===== src/rtl/vid_timing_pkg.sv =====
// ---------------------------------------------------------------------------
// vid_timing_pkg
// Shared definitions for the video timing generator:
//   - 720p60 timing constants (defaults for video_timing_gen)
//   - span_total(): derives H_TOTAL / V_TOTAL from active + porches + sync
//   - counter and pixel widths, 24-bit RGB field offsets
//   - timing_flags_t: per-pixel timing flags carried down the latency pipe
// ---------------------------------------------------------------------------
package vid_timing_pkg;

    localparam int H_ACTIVE_720P = 1280;
    localparam int H_FP_720P     = 110;
    localparam int H_SYNC_720P   = 40;
    localparam int H_BP_720P     = 220;
    localparam int V_ACTIVE_720P = 720;
    localparam int V_FP_720P     = 5;
    localparam int V_SYNC_720P   = 5;
    localparam int V_BP_720P     = 20;

    localparam int X_W   = 11;
    localparam int Y_W   = 10;
    localparam int PIX_W = 24;
    localparam int CH_W  = 8;

    // {red, green, blue} packing of the pixel source word
    localparam int RED_LSB   = 16;
    localparam int GREEN_LSB = 8;
    localparam int BLUE_LSB  = 0;

    // Flags are stored "asserted = 1"; polarity is applied only at the pins.
    typedef struct packed {
        logic act;  // active video
        logic hs;   // inside hsync pulse
        logic vs;   // inside vsync lines
        logic fs;   // pixel (0,0)
    } timing_flags_t;

    function automatic int span_total(input int active, input int fp,
                                      input int sync, input int bp);
        return active + fp + sync + bp;
    endfunction

endpackage


===== src/rtl/vid_delay_line.sv =====
// ---------------------------------------------------------------------------
// vid_delay_line
// DEPTH-stage shift register that delays a WIDTH-bit word by DEPTH cycles.
// Used to align timing flags with the pixel source's read latency.
// Ports:
//   clk_i  in  1      clock
//   rst_i  in  1      asynchronous active-high reset (stages <= RST_VAL)
//   d_i    in  WIDTH  input word
//   q_o    out WIDTH  input word delayed by DEPTH cycles (DEPTH >= 1)
// ---------------------------------------------------------------------------
module vid_delay_line #(
    parameter int               WIDTH   = 1,
    parameter int               DEPTH   = 1,
    parameter logic [WIDTH-1:0] RST_VAL = '0
) (
    input  logic             clk_i,
    input  logic             rst_i,
    input  logic [WIDTH-1:0] d_i,
    output logic [WIDTH-1:0] q_o
);

    logic [WIDTH-1:0] stage_q [DEPTH];

    // NOTE: every stage is reset, not just the last one: a stale "active"
    // still in flight after reset would unblank the output for a few cycles.
    always_ff @(posedge clk_i or posedge rst_i) begin
        if (rst_i) begin
            for (int i = 0; i < DEPTH; i++) stage_q[i] <= RST_VAL;
        end else begin
            stage_q[0] <= d_i;
            for (int i = 1; i < DEPTH; i++) stage_q[i] <= stage_q[i-1];
        end
    end

    assign q_o = stage_q[DEPTH-1];

endmodule


===== src/rtl/video_timing_gen.sv =====
// ---------------------------------------------------------------------------
// video_timing_gen
// Raster timing generator with pixel fetch. Counters walk the raster, issue
// fetch requests for active pixels, and the timing flags are delayed by the
// source read latency so returned pixels line up with hsync/vsync/blanking.
// All outputs lag the counter state by RD_LAT+1 cycles (o_x/o_y/o_pix_req
// are the counter-side request and are not delayed).
// Ports:
//   i_pix_clk        in   pixel clock
//   reset_in         in   asynchronous active-high reset
//   i_enable         in   run timing; low forces counters to (0,0)
//   o_pix_req        out  fetch request, active region only
//   o_x / o_y        out  requested column / row (counter registers)
//   i_pix_data       in   {r,g,b}, RD_LAT cycles after o_pix_req
//   i_pix_valid      in   i_pix_data valid
//   i_clr_underflow  in   clears o_underflow (a new miss wins)
//   hsync / vsync    out  sync at H_POL / V_POL when asserted
//   blanking         out  high outside active video
//   o_data_ch0/1/2   out  blue / green / red, zero when blanked or missing
//   o_frame_start    out  one-cycle pulse with output pixel (0,0)
//   o_underflow      out  sticky: active output pixel had no valid data
// ---------------------------------------------------------------------------
module video_timing_gen
    import vid_timing_pkg::*;
#(
    parameter int H_ACTIVE = H_ACTIVE_720P,
    parameter int H_FP     = H_FP_720P,
    parameter int H_SYNC   = H_SYNC_720P,
    parameter int H_BP     = H_BP_720P,
    parameter int V_ACTIVE = V_ACTIVE_720P,
    parameter int V_FP     = V_FP_720P,
    parameter int V_SYNC   = V_SYNC_720P,
    parameter int V_BP     = V_BP_720P,
    parameter bit H_POL    = 1'b1,
    parameter bit V_POL    = 1'b1,
    parameter int RD_LAT   = 2
) (
    input  logic             i_pix_clk,
    input  logic             reset_in,
    input  logic             i_enable,
    output logic             o_pix_req,
    output logic [X_W-1:0]   o_x,
    output logic [Y_W-1:0]   o_y,
    input  logic [PIX_W-1:0] i_pix_data,
    input  logic             i_pix_valid,
    input  logic             i_clr_underflow,
    output logic             hsync,
    output logic             vsync,
    output logic             blanking,
    output logic [CH_W-1:0]  o_data_ch0,
    output logic [CH_W-1:0]  o_data_ch1,
    output logic [CH_W-1:0]  o_data_ch2,
    output logic             o_frame_start,
    output logic             o_underflow
);

    localparam int H_TOTAL = span_total(H_ACTIVE, H_FP, H_SYNC, H_BP);
    localparam int V_TOTAL = span_total(V_ACTIVE, V_FP, V_SYNC, V_BP);

    localparam logic [X_W-1:0] H_LAST   = X_W'(H_TOTAL - 1);
    localparam logic [X_W-1:0] H_ACT    = X_W'(H_ACTIVE);
    localparam logic [X_W-1:0] HS_START = X_W'(H_ACTIVE + H_FP);
    localparam logic [X_W-1:0] HS_END   = X_W'(H_ACTIVE + H_FP + H_SYNC);
    localparam logic [Y_W-1:0] V_LAST   = Y_W'(V_TOTAL - 1);
    localparam logic [Y_W-1:0] V_ACT    = Y_W'(V_ACTIVE);
    localparam logic [Y_W-1:0] VS_START = Y_W'(V_ACTIVE + V_FP);
    localparam logic [Y_W-1:0] VS_END   = Y_W'(V_ACTIVE + V_FP + V_SYNC);

    logic             run_q;
    logic [X_W-1:0]   h_cnt_q, h_cnt_d;
    logic [Y_W-1:0]   v_cnt_q, v_cnt_d;
    logic             live;
    timing_flags_t    req_flags, dly_flags, out_flags_q;
    logic [PIX_W-1:0] data_q;
    logic             miss_q;
    logic             underflow_q;

    // run_q is i_enable seen at the previous edge: the counters sit at (0,0)
    // for the first enabled cycle, so the first request is pixel (0,0).
    // Gating with the live i_enable stops requests the moment it drops.
    assign live = run_q & i_enable;

    // NOTE: defaults first so every path assigns both counters; without
    // them the hold case would infer latches.
    always_comb begin
        h_cnt_d = h_cnt_q;
        v_cnt_d = v_cnt_q;
        if (!i_enable) begin
            h_cnt_d = '0;
            v_cnt_d = '0;
        end else if (run_q) begin
            if (h_cnt_q == H_LAST) begin
                h_cnt_d = '0;
                v_cnt_d = (v_cnt_q == V_LAST) ? '0 : v_cnt_q + 1'b1;
            end else begin
                h_cnt_d = h_cnt_q + 1'b1;
            end
        end
    end

    // NOTE: non-blocking assignments so all registers update from the
    // pre-edge values regardless of statement order.
    always_ff @(posedge i_pix_clk or posedge reset_in) begin
        if (reset_in) begin
            run_q   <= 1'b0;
            h_cnt_q <= '0;
            v_cnt_q <= '0;
        end else begin
            run_q   <= i_enable;
            h_cnt_q <= h_cnt_d;
            v_cnt_q <= v_cnt_d;
        end
    end

    // v_cnt only moves when h_cnt wraps, so vs only changes at h_cnt = 0.
    always_comb begin
        req_flags.act = live && (h_cnt_q < H_ACT) && (v_cnt_q < V_ACT);
        req_flags.hs  = live && (h_cnt_q >= HS_START) && (h_cnt_q < HS_END);
        req_flags.vs  = live && (v_cnt_q >= VS_START) && (v_cnt_q < VS_END);
        req_flags.fs  = live && (h_cnt_q == '0) && (v_cnt_q == '0);
    end

    vid_delay_line #(
        .WIDTH   ($bits(timing_flags_t)),
        .DEPTH   (RD_LAT),
        .RST_VAL ('0)
    ) u_flag_dly (
        .clk_i (i_pix_clk),
        .rst_i (reset_in),
        .d_i   (req_flags),
        .q_o   (dly_flags)
    );

    // Output register: flags and returned pixel are captured together.
    // miss_q marks an output pixel with no data; the sticky flag follows
    // one edge later, and a new miss beats a simultaneous clear.
    always_ff @(posedge i_pix_clk or posedge reset_in) begin
        if (reset_in) begin
            out_flags_q <= '0;
            data_q      <= '0;
            miss_q      <= 1'b0;
            underflow_q <= 1'b0;
        end else begin
            out_flags_q <= dly_flags;
            data_q      <= (dly_flags.act && i_pix_valid) ? i_pix_data : '0;
            miss_q      <= dly_flags.act && !i_pix_valid;
            underflow_q <= miss_q || (underflow_q && !i_clr_underflow);
        end
    end

    assign o_pix_req     = req_flags.act;
    assign o_x           = h_cnt_q;
    assign o_y           = v_cnt_q;
    assign hsync         = out_flags_q.hs ? H_POL : ~H_POL;
    assign vsync         = out_flags_q.vs ? V_POL : ~V_POL;
    assign blanking      = ~out_flags_q.act;
    assign o_frame_start = out_flags_q.fs;
    assign o_underflow   = underflow_q;
    assign o_data_ch2    = data_q[RED_LSB   +: CH_W];
    assign o_data_ch1    = data_q[GREEN_LSB +: CH_W];
    assign o_data_ch0    = data_q[BLUE_LSB  +: CH_W];

endmodule


===== config.mk =====
export PLATFORM = sky130hd
export DESIGN_NAME = video_timing_gen
export DESIGN_NICKNAME = d
export VERILOG_FILES = /design/src/rtl/vid_timing_pkg.sv /design/src/rtl/vid_delay_line.sv /design/src/rtl/video_timing_gen.sv
export SDC_FILE = /design/constraint.sdc
export NUM_CORES = 1
export LEC_CHECK = 0
export ABC_AREA = 1
export CAP_MARGIN = 20
export CORE_ASPECT_RATIO = 1.2
export CORE_MARGIN = 1
export CORE_UTILIZATION = 40
export CTS_BUF_LIST = sky130_fd_sc_hd__clkbuf_4
export CTS_CLUSTER_SIZE = 12
export DETAILED_ROUTE_END_ITERATION = 10
export PLACE_DENSITY = 0.68
export SLEW_MARGIN = 10
export SYNTH_ARGS = -nofsm -noshare
export SYNTH_HDL_FRONTEND = slang
export SYNTH_SLANG_ARGS = --single-unit
export TNS_END_PERCENT = 20

===== constraint.sdc =====
create_clock -name i_pix_clk -period 2.35 [get_ports i_pix_clk]
set_input_delay 0.5875 -clock i_pix_clk [delete_from_list [all_inputs] [get_ports i_pix_clk]]
set_output_delay 0.5875 -clock i_pix_clk [all_outputs]
set_load 0.005 [all_outputs]

==> results by group <==
Worst setup path
  – Stages on worst setup path: 6
  – CP delay by family, top: buffers and inverters
  – CP required: ~1.8 ns
  – Crit end category: output port
  – CP max-delay cell: clkdlybuf4s50_1
  – Crit-path max cell delay: 0.49 ns
  – Reg-to-Reg Start: o_x[1]
  – End of the critical path: o_pix_req
  – Crit-path cells: clkdlybuf4s50_1 > nand2_1 > inv_1 > o21ai_0 > a221oi_2 > buf_2
  – WS Path Type: in2out
  – Startpoint Class: primary input
  – Highest fanout seen on the critical path: 2
  – Reg-to-reg endpoint: o_y[0]
  – Crit path launch: i_enable
  – Reg2reg path depth: 7
  – WP buf/inv: 3
  – Reg2Reg Setup Slack: 0.62 ns
  – WP data arrival: 1.74 ns

Route
  – DR vias: between 2000 and 2500
  – WL per Instance: around 12 um
  – DR iter-0 viols: 106
  – Post-route ant nets: 0
  – Via/cell ratio: 4.599
  – Pre-antenna DRT Iters: 4
  – Number of remaining DRC errors: 0
  – DRT Wirelength: 6.108 mm

Logic synthesis
  – Syn Inst Count: roughly 320
  – Sequential share of the synthesized area: 55.05%
  – Synth top area cells: dfrtp_1, inv_1, nand2_1
  – EDFF count, synth: 0
  – Cell taking the most area after synthesis: dfrtp_1
  – Synth unique cells: 29
  – Area share of the largest cell type after synthesis: 55.05%
  – Post-synthesis register bit count: 60
  – Ys flop type: dfrtp_1
  – Syn Nets: about 360
  – Cell Area, Synth: roughly 2700 um^2
  – Ys Warns: 0
  – Async set or reset register ratio after synthesis: 100.0%
  – Avg Cell Area, Syn: 8.471 um^2

STA
  – Setup TNS: 0 ns
  – Fin. max-slew vios: 0
  – Final Hold Viols: 0
  – Worst slew margin: roughly four fifths
  – Final worst clock skew: 0.01712 ns
  – Endpoints failing setup: 0
  – Fin crit share: 99.08%
  – Max Fclk: ~430 MHz
  – Worst Max-Slew Pin Slew: 0.3037 ns
  – Final min period: roughly 2.3 ns

Hold path
  – Hold Path Stages: 0
  – Worst min path class: reg2reg

Power
  – Peak VDD IR: 0.0002133 V
  – Switching Share: 26.65%
  – Switching power of the nets: 0.5613 mW
  – Leak pwr: between 2 and 2.5 nW
  – Pint: 1.545 mW
  – Power per cell area: 546.5 nW/um^2
  – Flop pwr share: 52.3%
  – Logic gate share of total power: about an eighth
  – Clock power share: a little over a third

Layout
  – N_diodes: 0
  – Post-layout instance area: just under 4000 um^2
  – Final Core Density: 59.05%
  – Layout cells sized above 1: 9.624%
  – Commonest non-fill, non-tap cell in the layout: clkdlybuf4s50_1
  – Commonest cells after routing, fill and taps aside: clkdlybuf4s50_1, inv_1, nand2_1
  – Synth-to-layout area growth: 41.28%
  – Nets: 457

CTS
  – Worst-skew pair later-pin latency: 0.40 ns
  – CTS tree: yes
  – Hold buffer count at CTS: 0
  – Clock sink total: 60
  – Worst-case clock buffer depth: 2
  – H-Tree Depth: 3
  – Total CTS buffers: 9
  – Clock-pin slew of the registers on the worst-case setup and hold paths: 0.10 ns
  – Clock Root Buffer: clkbuf_4

Floorplanning
  – Die Span X: 77.38 um
  – Number of top-level pins: 80
  – Total core area: 6526 um^2
  – Die Ht: a little over 90 um
  – # rows: 32
  – Die area: 7155 um^2
  – Initial core utilization: 41.79%

Global route
  – GRT Overall Usage: 18.20%
  – Overflow after GRT: 0
  – Largest net degree at the start of global routing: 25
  – Vias in the first global route: 2212
  – First-pass GRT wire length: 10.09 mm
  – Initial antenna violation count: 0

Place
  – Placer congestion estimate: 0.9045
  – DP Area: 3704 um^2
  – IO Port Bufs: 79
  – Post-DP HPWL: around 4.5 mm

Job
  – Max Cap Violations: 0

Outcome
  – Outcome: finished, final reports clean
==> cell families after synthesis <==
group / synth area share [%]
simple gates: 25.32
buf+inv: 10.09
flops: 55.05
compound gates: 4.083
xor+xnor: 2.248
fa+ha+maj: 3.211
==> power groups by stage <==
stage                     combinational, mW  sequential [mW]  clock [mW]
after CTS                             0.263             1.10       0.765
after global placement                0.260             1.12           0
after global routing                  0.291             1.11       0.804
after floorplan                       0.110             1.12           0
final                                 0.261             1.10       0.744
after detailed placement              0.261             1.12           0
==> worst register-to-register path, stage by stage (launching register included) <==
cell and delay, ns:
dfrtp_1 0.46, inv_1 0.14, ha_1 0.17, nand2_1 0.05, nor2_1 0.15, nand4_1 0.20
nand2_1 0.30, o21ai_0 0.12
==> state kept, by name (all words and copies together) (netlist names) <==
register            flops
miss_q                  1
o_underflow             1
run_q                   1
data_q                 24
u_flag_dly.q_o          4
out_flags_q             3
u_flag_dly.stage_q      4
o_x                    11
o_frame_start           1
o_y                    10
==> per-layer routing <==
| metal | GRT usage [%] | vias to the layer above | wire, um |
|---|---|---|---|
| li1 | - | 1179 | - |
| met1 | 23.46 | 1080 | 2820 |
| met2 | 29.65 | 82 | 2827 |
| met3 | 2.956 | 9 | 365 |
| met4 | 8.962 | 0 | 93 |
| met5 | 0 | - | 0 |
==> cell type report <==
cell class                      count  area [um^2]
Clock buffer                        9        67.56
Multi-Input combinational cell    191        957.2
Clock inverter                      7        73.82
Timing Repair Buffer               92        895.9
Sequential cell                    60         1501
Tap cell                           85        106.4
Inverter                           67        251.5
Fill cell                         577         2673
==> cells in the mapped netlist (2+ instances only) <==
| cell type | number |
|---|---|
| nand3_1 | 23 |
| nand2_1 | 62 |
| nand4_1 | 8 |
| ha_1 | 7 |
| dfrtp_1 | 60 |
| inv_1 | 66 |
| nand2_2 | 4 |
| o21ai_1 | 2 |
| nor3_1 | 5 |
| o21ai_0 | 8 |
| xor2_1 | 6 |
| a21oi_1 | 3 |
| clkbuf_1 | 2 |
| nor2_1 | 51 |
==> worst min-delay path by stage <==
stage / slack [ns] / startpoint / to
after detailed placement: 0.34 / u_flag_dly.stage_q[7] / u_flag_dly.q_o[3]
final: 0.36 / u_flag_dly.q_o[1] / out_flags_q[1]
after floorplan: 0.33 / u_flag_dly.q_o[0] / o_frame_start
after global routing: 0.36 / u_flag_dly.stage_q[7] / u_flag_dly.q_o[3]
after global placement: 0.33 / u_flag_dly.stage_q[7] / u_flag_dly.q_o[3]
after CTS: 0.36 / u_flag_dly.q_o[0] / o_frame_start
==> what timing repair did <==
action                     4_1_cts  5_1_grt
buffers inserted                 0        1
setup endpoints to repair        1        1
hold endpoints to repair         0        0
gates resized for setup          4        1
==> metrics by stage <==
step / cells / hold slack [ns] / power [mW] / setup WS, ns
6_report: 511 / 0.3587 / 2.106 / 0.02159
5_1_grt: 511 / 0.3606 / 2.202 / -0.06333
4_1_cts: 510 / 0.3623 / 2.130 / 0.002110
3_5_place_dp: 494 / 0.3356 / 1.384 / -0.4129
3_3_place_gp: 494 / 0.3325 / 1.381 / -0.3931
2_1_floorplan: 322 / 0.3312 / 1.227 / 0.2778
No activity file was read; power rests on OpenSTA's default activity.
